<file path="config.mk">
export PLATFORM = sky130hd
export DESIGN_NAME = rx_frame_buffer
export DESIGN_NICKNAME = d
export VERILOG_FILES = /design/src/rtl/rx_frame_buffer.sv
export SDC_FILE = /design/constraint.sdc
export NUM_CORES = 1
export LEC_CHECK = 0
export BUFFER_PORTS_ARGS = -buffer_cell sky130_fd_sc_hd__buf_2
export CAP_MARGIN = 25
export CORE_MARGIN = 3
export CORE_UTILIZATION = 50
export CTS_BUF_LIST = sky130_fd_sc_hd__clkbuf_4
export DETAILED_ROUTE_END_ITERATION = 8
export PLACE_DENSITY = 0.68
export SLEW_MARGIN = 5
export SYNTH_ARGS = -nofsm -noshare
export SYNTH_HDL_FRONTEND = slang
export SYNTH_SLANG_ARGS = --single-unit
</file>
<file path="constraint.sdc">
create_clock -name clk -period 5.2 [get_ports clk]
set_clock_uncertainty 0.2 [all_clocks]
set_input_delay 1.3 -clock clk [delete_from_list [all_inputs] [get_ports clk]]
set_output_delay 1.3 -clock clk [all_outputs]
set_load 0.01 [all_outputs]
</file>
<file path="src/rtl/rx_frame_buffer.sv">
// -----------------------------------------------------------------------------
// rx_frame_buffer
//
// Store-and-forward Ethernet receive buffer. Bytes arrive from the MAC on a
// byte-wide valid/ready stream. The 14-byte header (dst, src, length) is
// parsed into a shadow register, the frame is validated, and the payload is
// written speculatively into a FIFO. The payload becomes visible to the reader
// only when the whole frame turns out to be good (commit). A bad frame is
// rolled back so the reader never sees any of its bytes. Every drop pulses
// rx_err, latches a reason code and bumps a saturating drop counter.
//
// Optional feature macro: RX_ADDR_FILTER_EN
//   defined   -> frames whose dst is neither local_mac nor broadcast are
//                dropped with reason code 0.
//   undefined -> no address filtering; local_mac is present but unused.
//
// Parameters
//   FIFO_DEPTH  payload FIFO entries (power of two, >= 16)
//   MAX_LEN     largest legal length field
//   CNT_W       drop-counter width
//
// Ports
//   clk, rst_n        clock, asynchronous active-low reset
//   rx_axis_tdata     stream byte
//   r_valid, r_last   byte valid / final byte of frame
//   r_ready           byte accepted when r_valid && r_ready
//   local_mac         station address for the destination filter
//   rx_hdr_dst/src    header of the last committed frame
//   rx_hdr_len        length of the last committed frame
//   rx_header_valid   one-cycle pulse on commit
//   brx_rd_en         pop one payload byte
//   rx_data, rx_last  FIFO head (first-word-fall-through), end-of-frame flag
//   brx_empty         no committed data available
//   rx_err            one-cycle pulse on drop
//   rx_err_code       0 filter miss, 1 bad length / no space,
//                     2 length mismatch, 3 runt
//   rx_drop_cnt       saturating drop count
// -----------------------------------------------------------------------------
module rx_frame_buffer #(
  parameter int FIFO_DEPTH = 64,
  parameter int MAX_LEN    = 1500,
  parameter int CNT_W      = 16
) (
  input  logic             clk,
  input  logic             rst_n,
  input  logic [7:0]       rx_axis_tdata,
  input  logic             r_valid,
  input  logic             r_last,
  output logic             r_ready,
  input  logic [47:0]      local_mac,
  output logic [47:0]      rx_hdr_dst,
  output logic [47:0]      rx_hdr_src,
  output logic [15:0]      rx_hdr_len,
  output logic             rx_header_valid,
  input  logic             brx_rd_en,
  output logic [7:0]       rx_data,
  output logic             rx_last,
  output logic             brx_empty,
  output logic             rx_err,
  output logic [1:0]       rx_err_code,
  output logic [CNT_W-1:0] rx_drop_cnt
);

  localparam int AW = $clog2(FIFO_DEPTH);
  localparam int PW = AW + 1;
  localparam logic [PW-1:0]    PTR_ONE   = PW'(1);
  localparam logic [PW-1:0]    DEPTH_P   = PW'(FIFO_DEPTH);
  localparam logic [15:0]      MAX_LEN_L = 16'(MAX_LEN);
  localparam logic [CNT_W-1:0] CNT_ONE   = CNT_W'(1);

  typedef enum logic [1:0] {
    ST_HDR     = 2'd0,
    ST_PAYLOAD = 2'd1,
    ST_DROP    = 2'd2
  } state_t;

  state_t state_reg, state_next;

  // FIFO storage: each entry is {last, byte}
  logic [8:0] mem [FIFO_DEPTH];

  logic [PW-1:0]    wr_ptr_reg, wr_commit_reg, rd_ptr_reg;
  logic [3:0]       hdr_cnt_reg;
  logic [111:0]     hdr_sh_reg;      // {dst, src, len}, shifted in MSB-first
  logic [15:0]      rem_reg;
  logic             ready_reg;
  logic             hv_reg;
  logic             err_reg;
  logic [1:0]       err_code_reg;
  logic [CNT_W-1:0] drop_cnt_reg;
  logic [47:0]      hdr_dst_reg, hdr_src_reg;
  logic [15:0]      hdr_len_reg;

  // Datapath strobes produced by the FSM output process
  logic       hdr_shift;
  logic       do_write;
  logic       do_commit;
  logic       do_rollback;
  logic       do_drop;
  logic [1:0] drop_code;
  logic       load_rem;

  logic        acc;
  logic        hdr_last_byte;
  logic        rem_one;
  logic [15:0] len_full;
  logic [PW-1:0] free_space;
  logic        len_bad;
  logic        filt_miss;

  assign acc           = r_valid && ready_reg;
  assign hdr_last_byte = (hdr_cnt_reg == 4'd13);
  assign rem_one       = (rem_reg == 16'd1);

  // Length is complete only together with the 14th byte itself
  assign len_full   = {hdr_sh_reg[7:0], rx_axis_tdata};
  // Room left for a new frame; uncommitted bytes never count as used
  assign free_space = DEPTH_P - (wr_commit_reg - rd_ptr_reg);
  assign len_bad    = (len_full == 16'd0) || (len_full > MAX_LEN_L) ||
                      (len_full > 16'(free_space));

`ifdef RX_ADDR_FILTER_EN
  // At the 14th byte the destination sits at these bits of the shadow
  logic [47:0] hdr_dst_cur;
  logic [5:0]  byte_match;
  logic [5:0]  byte_bcast;
  assign hdr_dst_cur = hdr_sh_reg[103:56];
  for (genvar gi = 0; gi < 6; gi++) begin : g_dst_cmp
    assign byte_match[gi] = (hdr_dst_cur[8*gi +: 8] == local_mac[8*gi +: 8]);
    assign byte_bcast[gi] = (hdr_dst_cur[8*gi +: 8] == 8'hFF);
  end
  assign filt_miss = !(&byte_match) && !(&byte_bcast);
`else
  logic unused_local_mac;
  assign unused_local_mac = ^local_mac;
  assign filt_miss        = 1'b0;
`endif

  // ---------------------------------------------------------------------------
  // FSM: state register
  // ---------------------------------------------------------------------------
  always_ff @(posedge clk or negedge rst_n) begin
    if (!rst_n) state_reg <= ST_HDR;
    else        state_reg <= state_next;
  end

  // ---------------------------------------------------------------------------
  // FSM: next-state logic
  // ---------------------------------------------------------------------------
  always_comb begin
    state_next = state_reg;
    case (state_reg)
      ST_HDR: begin
        // A frame that ends on byte 14 returns straight to HDR either way
        if (acc && hdr_last_byte && !r_last) begin
          if (filt_miss || len_bad) state_next = ST_DROP;
          else                      state_next = ST_PAYLOAD;
        end
      end
      ST_PAYLOAD: begin
        if (acc) begin
          if (rem_one && !r_last) state_next = ST_DROP;
          else if (rem_one || r_last) state_next = ST_HDR;
        end
      end
      ST_DROP: begin
        if (acc && r_last) state_next = ST_HDR;
      end
      default: state_next = ST_HDR;
    endcase
  end

  // ---------------------------------------------------------------------------
  // FSM: output (strobe) logic
  // ---------------------------------------------------------------------------
  always_comb begin
    hdr_shift   = 1'b0;
    do_write    = 1'b0;
    do_commit   = 1'b0;
    do_rollback = 1'b0;
    do_drop     = 1'b0;
    drop_code   = 2'd0;
    load_rem    = 1'b0;
    case (state_reg)
      ST_HDR: begin
        if (acc) begin
          hdr_shift = 1'b1;
          if (!hdr_last_byte) begin
            if (r_last) begin
              do_drop   = 1'b1;
              drop_code = 2'd3;
            end
          end else if (filt_miss) begin
            do_drop   = 1'b1;
            drop_code = 2'd0;
          end else if (len_bad) begin
            do_drop   = 1'b1;
            drop_code = 2'd1;
          end else if (r_last) begin
            // Header alone but a non-zero length promised
            do_drop   = 1'b1;
            drop_code = 2'd2;
          end else begin
            load_rem = 1'b1;
          end
        end
      end
      ST_PAYLOAD: begin
        if (acc) begin
          do_write = 1'b1;
          if (rem_one && r_last) begin
            do_commit = 1'b1;
          end else if (rem_one || r_last) begin
            do_drop     = 1'b1;
            drop_code   = 2'd2;
            do_rollback = 1'b1;
          end
        end
      end
      default: ;
    endcase
  end

  // ---------------------------------------------------------------------------
  // Payload memory: no reset so it maps onto block RAM
  // ---------------------------------------------------------------------------
  always_ff @(posedge clk) begin
    if (do_write) mem[wr_ptr_reg[AW-1:0]] <= {rem_one, rx_axis_tdata};
  end

  // ---------------------------------------------------------------------------
  // Datapath registers
  // ---------------------------------------------------------------------------
  always_ff @(posedge clk or negedge rst_n) begin
    if (!rst_n) begin
      wr_ptr_reg    <= '0;
      wr_commit_reg <= '0;
      rd_ptr_reg    <= '0;
      hdr_cnt_reg   <= '0;
      hdr_sh_reg    <= '0;
      rem_reg       <= '0;
      ready_reg     <= 1'b0;
      hv_reg        <= 1'b0;
      err_reg       <= 1'b0;
      err_code_reg  <= 2'd0;
      drop_cnt_reg  <= '0;
      hdr_dst_reg   <= '0;
      hdr_src_reg   <= '0;
      hdr_len_reg   <= '0;
    end else begin
      ready_reg <= 1'b1;
      hv_reg    <= do_commit;
      err_reg   <= do_drop;

      // Header byte counter restarts at every frame boundary
      if (hdr_shift) begin
        hdr_sh_reg <= {hdr_sh_reg[103:0], rx_axis_tdata};
        if (r_last || hdr_last_byte) hdr_cnt_reg <= 4'd0;
        else                         hdr_cnt_reg <= hdr_cnt_reg + 4'd1;
      end

      if (load_rem)      rem_reg <= len_full;
      else if (do_write) rem_reg <= rem_reg - 16'd1;

      if (do_rollback)   wr_ptr_reg <= wr_commit_reg;
      else if (do_write) wr_ptr_reg <= wr_ptr_reg + PTR_ONE;

      if (do_commit) begin
        wr_commit_reg <= wr_ptr_reg + PTR_ONE;
        hdr_dst_reg   <= hdr_sh_reg[111:64];
        hdr_src_reg   <= hdr_sh_reg[63:16];
        hdr_len_reg   <= hdr_sh_reg[15:0];
      end

      if (brx_rd_en && !brx_empty) rd_ptr_reg <= rd_ptr_reg + PTR_ONE;

      if (do_drop) begin
        err_code_reg <= drop_code;
        if (drop_cnt_reg != '1) drop_cnt_reg <= drop_cnt_reg + CNT_ONE;
      end
    end
  end

  // ---------------------------------------------------------------------------
  // Outputs
  // ---------------------------------------------------------------------------
  logic [8:0] head;
  assign head = mem[rd_ptr_reg[AW-1:0]];

  assign brx_empty       = (rd_ptr_reg == wr_commit_reg);
  assign rx_data         = brx_empty ? 8'd0 : head[7:0];
  assign rx_last         = brx_empty ? 1'b0 : head[8];
  assign r_ready         = ready_reg;
  assign rx_header_valid = hv_reg;
  assign rx_err          = err_reg;
  assign rx_err_code     = err_code_reg;
  assign rx_drop_cnt     = drop_cnt_reg;
  assign rx_hdr_dst      = hdr_dst_reg;
  assign rx_hdr_src      = hdr_src_reg;
  assign rx_hdr_len      = hdr_len_reg;

endmodule

</file>
==> results of run 1 <==
[final timing paths]
| check | start | to |
|---|---|---|
| worst max-delay path | rd_ptr_reg[0]$_DFFE_PN0P_ | rx_data[1] |
| worst min-delay path | rst_n | hdr_sh_reg[87]$_DFFE_PN0P_ |
| worst max register to register | rd_ptr_reg[2]$_DFFE_PN0P_ | rx_drop_cnt[4]$_DFFE_PN0P_ |
| worst min register to register | hdr_sh_reg[108]$_DFFE_PN0P_ | hdr_sh_reg[108]$_DFFE_PN0P_ |
| max in group asynchronous | rst_n | hdr_sh_reg[14]$_DFFE_PN0P_ |
| min in group clk | hdr_sh_reg[108]$_DFFE_PN0P_ | hdr_sh_reg[108]$_DFFE_PN0P_ |
[layout by cell type (no fill, tap or decap), types with 21 or more instances in the layout]
| cell type | instances |
|---|---|
| nand2_1 | 381 |
| buf_2 | 154 |
| clkbuf_4 | 308 |
| dfrtp_1 | 284 |
| edfxtp_1 | 576 |
| nor2_1 | 93 |
| mux4_2 | 167 |
| nand3_1 | 21 |
| a211oi_1 | 21 |
| buf_4 | 44 |
| o21ai_0 | 33 |
| ha_1 | 28 |
| inv_1 | 25 |
| clkinv_1 | 28 |
| mux2_2 | 121 |
[metrics by stage]
stage | power [uW] | hold slack [ns] | std cells | setup slack (ns)
2_1_floorplan | 10700 | 0.240 | 2071 | 0.893
5_1_grt | 18600 | 0.202 | 3416 | -0.0268
3_3_place_gp | 11900 | 0.253 | 3044 | 0.548
4_1_cts | 17800 | 0.130 | 3413 | -0.000576
3_5_place_dp | 12000 | 0.268 | 3044 | 0.486
6_report | 17700 | 0.245 | 3416 | 0.137
[critical path: stages, from the launching register on]
cell and delay, ns:
dfrtp_4 0.50, buf_12 0.14, mux4_2 0.53, mux2_2 0.34, a221oi_2 0.32, a2111oi_1 0.15
buf_4 0.20, a221o_1 0.29, buf_2 0.15
[where the power goes]
part,internal [uW],total [uW],switching (uW)
registers,7560,7810,249
clock network,2790,5370,2580
logic,2170,4520,2350
total,12500,17700,5180
[metal layers]
metal / GRT usage, % / up-vias / wire, um
met5: 0 / - / 47
met4: 7.62 / 8 / 1650
met3: 6.86 / 137 / 6850
met2: 36.0 / 802 / 38400
met1: 29.1 / 9987 / 31300
li1: - / 8595 / -
[cell type report]
| cell class | instances | area [um^2] | share of cell area (%) |
|---|---|---|---|
| clock inverters | 48 | 255 | 0.650 |
| repair buffers | 221 | 1630 | 4.14 |
| flip-flops and latches | 864 | 24500 | 62.4 |
| diodes | 1 | 2.50 | 0.00637 |
| inverters | 27 | 101 | 0.258 |
| clock buffers | 308 | 2310 | 5.89 |
| well taps | 873 | 1090 | 2.78 |
| multi-input cells | 1074 | 9380 | 23.9 |
[cell families (layout without fill, tap and decap cells)]
logic type	Yosys count	after routing	share of synthesized area [%]
AOI/OAI and AO/OA	134	134	2.65
xor gates and xnor gates	34	34	0.867
adders and majority gates	29	29	1.08
buffers and inverters	133	604	1.73
DFF	864	864	71.3
muxes	304	304	15.4
other	1	2	0.0109
and+or+nand+nor	572	572	6.99
[timing repair]
| action | 4_1_cts | 5_1_grt |
|---|---|---|
| gates resized for setup | 26 | 12 |
| buffers inserted | 9 | 1 |
| endpoints found under the hold margin | 0 | 0 |
| hold buffers | 0 | 0 |
| setup endpoints to repair | 9 | 8 |
| pin swaps | 2 | 3 |
| cloned | 4 | 2 |
==> results.md, run 1 <==
* Worst-path maximum fanout at 5
* Reg2reg setup slack at 0.58 ns
* Yosys top cell by area: edfxtp_1
* Post-Syn Area at 0.0344 mm^2
* Mapped Cells at 2071
* Overflow after GRT at 0
* Detailed router's first-iteration violation count at 1425
* Ratio of cells with drive above 1 in the final layout at 34.3%
* Detailed Place HPWL at 46.8 mm
* Clk slew on worst S/H paths at 0.07 ns
* H-tree Lvls at 4
* Number of synthesized register bits at 864
* Top post-synthesis cells by area: edfxtp_1 50%, dfrtp_1 21%, mux4_2 11%, nand2_1 4.2%, mux2_2 4.0%
* GPL Wtd Cong at 0.826
* WP data arrival at 3.56 ns
* Total Neg Setup Slack at 0 ns
* Post-Synthesis Mean Instance Area at 16.6 um^2
* Vias at 19529
* Final slew viol count at 0
* RSZ-0062 raised after global routing: true
* Final #Nets at 2488
* Yosys Warn Count at 0
* Worst R2R Path Depth at 15
* Netlist cell types at 65
* Fin area at 0.0393 mm^2
* Starting Density at 50.8%
* First-pass GRT wire length at 120 mm
* Routed WL per cell at 22.9 um
* LEAKAGE at 0.0159 uW
* Worst skew pair latency at 1.00 ns
* Startpoint types: register
* Clk root buf: clkbuf_4
* I/O Buffers at 155
* TritonCTS Buffers at 210
* PD cells at 451 mW/mm^2
* Slew @ Worst Pin at 0.990 ns
* Fill count at 5215
* Synth cell count leaders: 576 x edfxtp_1, 382 x nand2_1, 288 x dfrtp_1, 167 x mux4_2, 123 x mux2_2
* First drt pass iteration count at 5
* CTS max path bufs at 3
* Yosys top cell area share at 50.3%
* Final Util at 58.1%
* Pin count of the biggest net entering global routing at 122
* Placed inst area at 0.0363 mm^2
* Asr flop ratio synth at 33.3%
* Worst setup EP type: primary output
* Routed WL at 78.2 mm
* Relative slew slack at 33.8%
* Req. time, crit path at 3.70 ns
* Crit Path Class: reg -> out
* Initial antenna violation count at 5
* Vias/cell at 5.72
* IO Pins at 204
* Setup Viol. Count Final at 0
* Final Hold Viols at 0
* Worst VDD drop at 0.334 mV
* Min Tclk post-route at 5.06 ns
* Status: finished, final reports clean
* Count leader, synth: edfxtp_1
* Die W at 268 um
* Post-synthesis sequential area ratio at 71.3%
* Sink Count at 864
* Main synth FF type: edfxtp_1
* Area growth, synth to finish at 14.3%
* Die area at 0.0719 mm^2
* Post-DRT Antenna Nets at 0
* Total global-route track usage at 22.3%
* Max reg flops at 576
* Core box area at 0.0676 mm^2
* Maxcap violations at 0
* CTS tree: yes
* Core Rows at 95
* Vias in the first global route at 20426
* Post-synth EDFFs at 576
* Worst hold path class: in -> async
* Top achievable clock speed at 0.198 GHz
* Tcrit/Tclk final at 97.4%
* Die Ht at 268 um
* Residual DRC at 0
* Syn_nets at 2161
(Power assumes the default switching activity.)
==> run 2, diff against run 1 <==
Settings changed: GPL_TIMING_DRIVEN set to 0.
==> run 2 against run 1 <==
  * Utilization increased by 1.4 points
  * Global-route usage increased by 1.5 points
  * Design area rose by 2.4%
  * Wire length increased by 7.2%
  * Count of clock-buffer cells in the layout is 6 higher
  * Die area unchanged
  * Critical path type unchanged
  * Register-to-register slack worse by 0.24 ns
  * Maximum frequency down 0.92%
  * Via count is 3.1% higher
  * Combinational power up 15%
==> results.md, run 2 (same netlist as run 1, synthesis figures left out) <==
* Top achievable clock speed at 0.196 GHz (was 0.198 GHz)
* Final slew viol count at 0 (unchanged)
* Worst skew pair latency at 1.02 ns (was 1.00 ns)
* Die W at 268 um (unchanged)
* Worst setup EP type: primary output (unchanged)
* Sink Count at 864 (unchanged)
* WP data arrival at 3.61 ns (was 3.56 ns)
* Fill count at 5136 (was 5215)
* Crit Path Class: reg -> out (unchanged)
* Tcrit/Tclk final at 98.3% (was 97.4%)
* Initial antenna violation count at 3 (was 5)
* CP delay by family, top: multiplexers (unchanged)
* Worst hold path class: reg -> reg (was in -> async)
* M3 GR Usage at 6.45% (was 6.86%)
* Origin of the worst setup path: rd_ptr_reg[0]$_DFFE_PN0P_ (unchanged)
* Starting Density at 50.8% (unchanged)
* Startpoint types: register (unchanged)
* GPL Wtd Cong at 0.928 (was 0.826)
* Met2 Use GR at 38.9% (was 36.0%)
* CP endpoint: rx_data[0] (was rx_data[1])
* Min Tclk post-route at 5.11 ns (was 5.06 ns)
* Most frequent cells in the layout: 576 x edfxtp_1, 381 x nand2_1, 323 x clkbuf_4 (was 576 x edfxtp_1, 381 x nand2_1, 308 x clkbuf_4)
* RSZ-0062 raised after global routing: true (unchanged)
* Ratio of cells with drive above 1 in the final layout at 34.7% (was 34.3%)
* Total global-route track usage at 23.9% (was 22.3%)
* Clk root buf: clkbuf_4 (unchanged)
* Vias in the first global route at 20895 (was 20426)
* Overflow after GRT at 0 (unchanged)
* Final Util at 59.5% (was 58.1%)
* IO Pins at 204 (unchanged)
* Maxcap violations at 0 (unchanged)
* Vias/cell at 5.70 (was 5.72)
* Total power at 18800 uW (was 17700 uW)
* GRT met1 Usage at 31.0% (was 29.1%)
* Crit path buffers/inverters at 4 (was 3)
* Routed WL per cell at 23.7 um (was 22.9 um)
* Setup Viol. Count Final at 0 (unchanged)
* Die area at 0.0719 mm^2 (unchanged)
* CTS max path bufs at 3 (unchanged)
* LEAKAGE at 0.0163 uW (was 0.0159 uW)
* Die Ht at 268 um (unchanged)
* Core box area at 0.0676 mm^2 (unchanged)
* CTS tree: yes (unchanged)
* Core Rows at 95 (unchanged)
* Clk slew on worst S/H paths at 0.06 ns (was 0.07 ns)
* PD cells at 466 mW/mm^2 (was 451 mW/mm^2)
* Most common cell after layout, fill and taps aside: edfxtp_1 (unchanged)
* Layer with the highest usage: met2 (unchanged)
* CP peak stage delay at 0.55 ns (was 0.53 ns)
* Worst-path maximum fanout at 11 (was 5)
* Worst-path cell chain: buf_12, buf_16, buf_16, mux4_2, mux4_2, mux2i_4, o22ai_1, buf_2 (was buf_12, mux4_2, mux2_2, a221oi_2, a2111oi_1, buf_4, a221o_1, buf_2)
* Final Hold Viols at 0 (unchanged)
* Final #Nets at 2575 (was 2488)
* Residual DRC at 0 (unchanged)
* Post-DRT Antenna Nets at 0 (unchanged)
* First-pass GRT wire length at 127 mm (was 120 mm)
* First drt pass iteration count at 5 (unchanged)
* Worst R2R Path Depth at 20 (was 15)
* Status: finished, final reports clean (unchanged)
* Area growth, synth to finish at 17.1% (was 14.3%)
* Max reg flops at 576 (unchanged)
* Req. time, crit path at 3.70 ns (about the same)
* Relative slew slack at 28.0% (was 33.8%)
* FF-to-FF End: rx_drop_cnt[9]$_DFFE_PN0P_ (was rx_drop_cnt[4]$_DFFE_PN0P_)
* Critical path depth at 8 (unchanged)
* I/O Buffers at 155 (unchanged)
* Reg2reg start: rd_ptr_reg[0]$_DFFE_PN0P_ (was rd_ptr_reg[2]$_DFFE_PN0P_)
* Detailed Place HPWL at 54.7 mm (was 46.8 mm)
* Reg2reg setup slack at 0.34 ns (was 0.58 ns)
* Pin count of the biggest net entering global routing at 126 (was 122)
* H-tree Lvls at 4 (unchanged)
* WHS at 0.274 ns (was 0.245 ns)
* Worst VDD drop at 0.273 mV (was 0.334 mV)
* Slew @ Worst Pin at 1.08 ns (was 0.990 ns)
* Worst path slowest cell: mux4_2 (unchanged)
* Detailed router's first-iteration violation count at 1716 (was 1425)
* TritonCTS Buffers at 214 (was 210)
* Total Neg Setup Slack at 0 ns (unchanged)
* Routed WL at 83.8 mm (was 78.2 mm)
* Vias at 20142 (was 19529)
==> run 2: area by class of cell <==
type                            count  area [um^2]  share of cell area [%]
Antenna cell                        1         2.50                 0.00622
Buffer                            105          756                    1.88
Clock buffer                      314         2360                    5.86
Clock inverter                     76          477                    1.18
Inverter                           27          109                   0.270
Multi-Input combinational cell   1074         9550                    23.7
Sequential cell                   864        24500                    60.9
Tap cell                          873         1090                    2.71
Timing Repair Buffer              199         1390                    3.45
==> run 2: through the flow <==
step | setup WS (ns) | cell area [um^2] | instances
final | 0.0898 | 40200 | 3533
after global routing | -0.0305 | 40200 | 3533
after CTS | -0.0301 | 39900 | 3518
after detailed placement | -0.420 | 36600 | 3122
after global placement | -2.46 | 36200 | 3099
after floorplan | 0.893 | 34400 | 2071
==> run 2: worst register-to-register path, delay by kind of cell (launching register included) <==
family          cells  cell delay, ns
compound gates      8            1.79
xor+xnor            2            0.34
fa+ha+maj           3            0.57
buf+inv             6            1.04
flops               1            0.45
simple gates        1            0.33
==> run 2: worst min path at each step <==
stage	startpoint	to	slack, ns	depth (start not counted)
detailed placement	hdr_sh_reg[105]$_DFFE_PN0P_	hdr_sh_reg[105]$_DFFE_PN0P_	0.26	2
finish	hdr_sh_reg[104]$_DFFE_PN0P_	hdr_sh_reg[104]$_DFFE_PN0P_	0.27	2
floorplan	hdr_sh_reg[104]$_DFFE_PN0P_	hdr_sh_reg[104]$_DFFE_PN0P_	0.24	2
CTS	r_last	hdr_cnt_reg[3]$_DFFE_PN0P_	0.25	2
global placement	hdr_sh_reg[106]$_DFFE_PN0P_	hdr_sh_reg[106]$_DFFE_PN0P_	0.25	2
global route	r_last	hdr_cnt_reg[3]$_DFFE_PN0P_	0.30	2
==> run 2: routing by layer <==
layer / wire length [um] / part of all wire [%]
met4: 2580 / 3.1
met2: 41700 / 50
met3: 6980 / 8.3
met1: 32500 / 39
met5: 33 / 0.039
==> run 2: where the power goes <==
group	switching, uW	internal, uW	leakage, uW
Combinational	2800	2390	0.00542
Clock	2710	3070	0.00167
Sequential	243	7560	0.00920
==> run 2: timing repair <==
action | in CTS | in global routing
hold buffers | 1 | 0
endpoints found under the hold margin | 73 | 0
gates resized for setup | 112 | 40
setup buffers | 6 | 12
gates cloned | 0 | 1
endpoints found under the setup margin | 33 | 17
pin swaps | 5 | 3
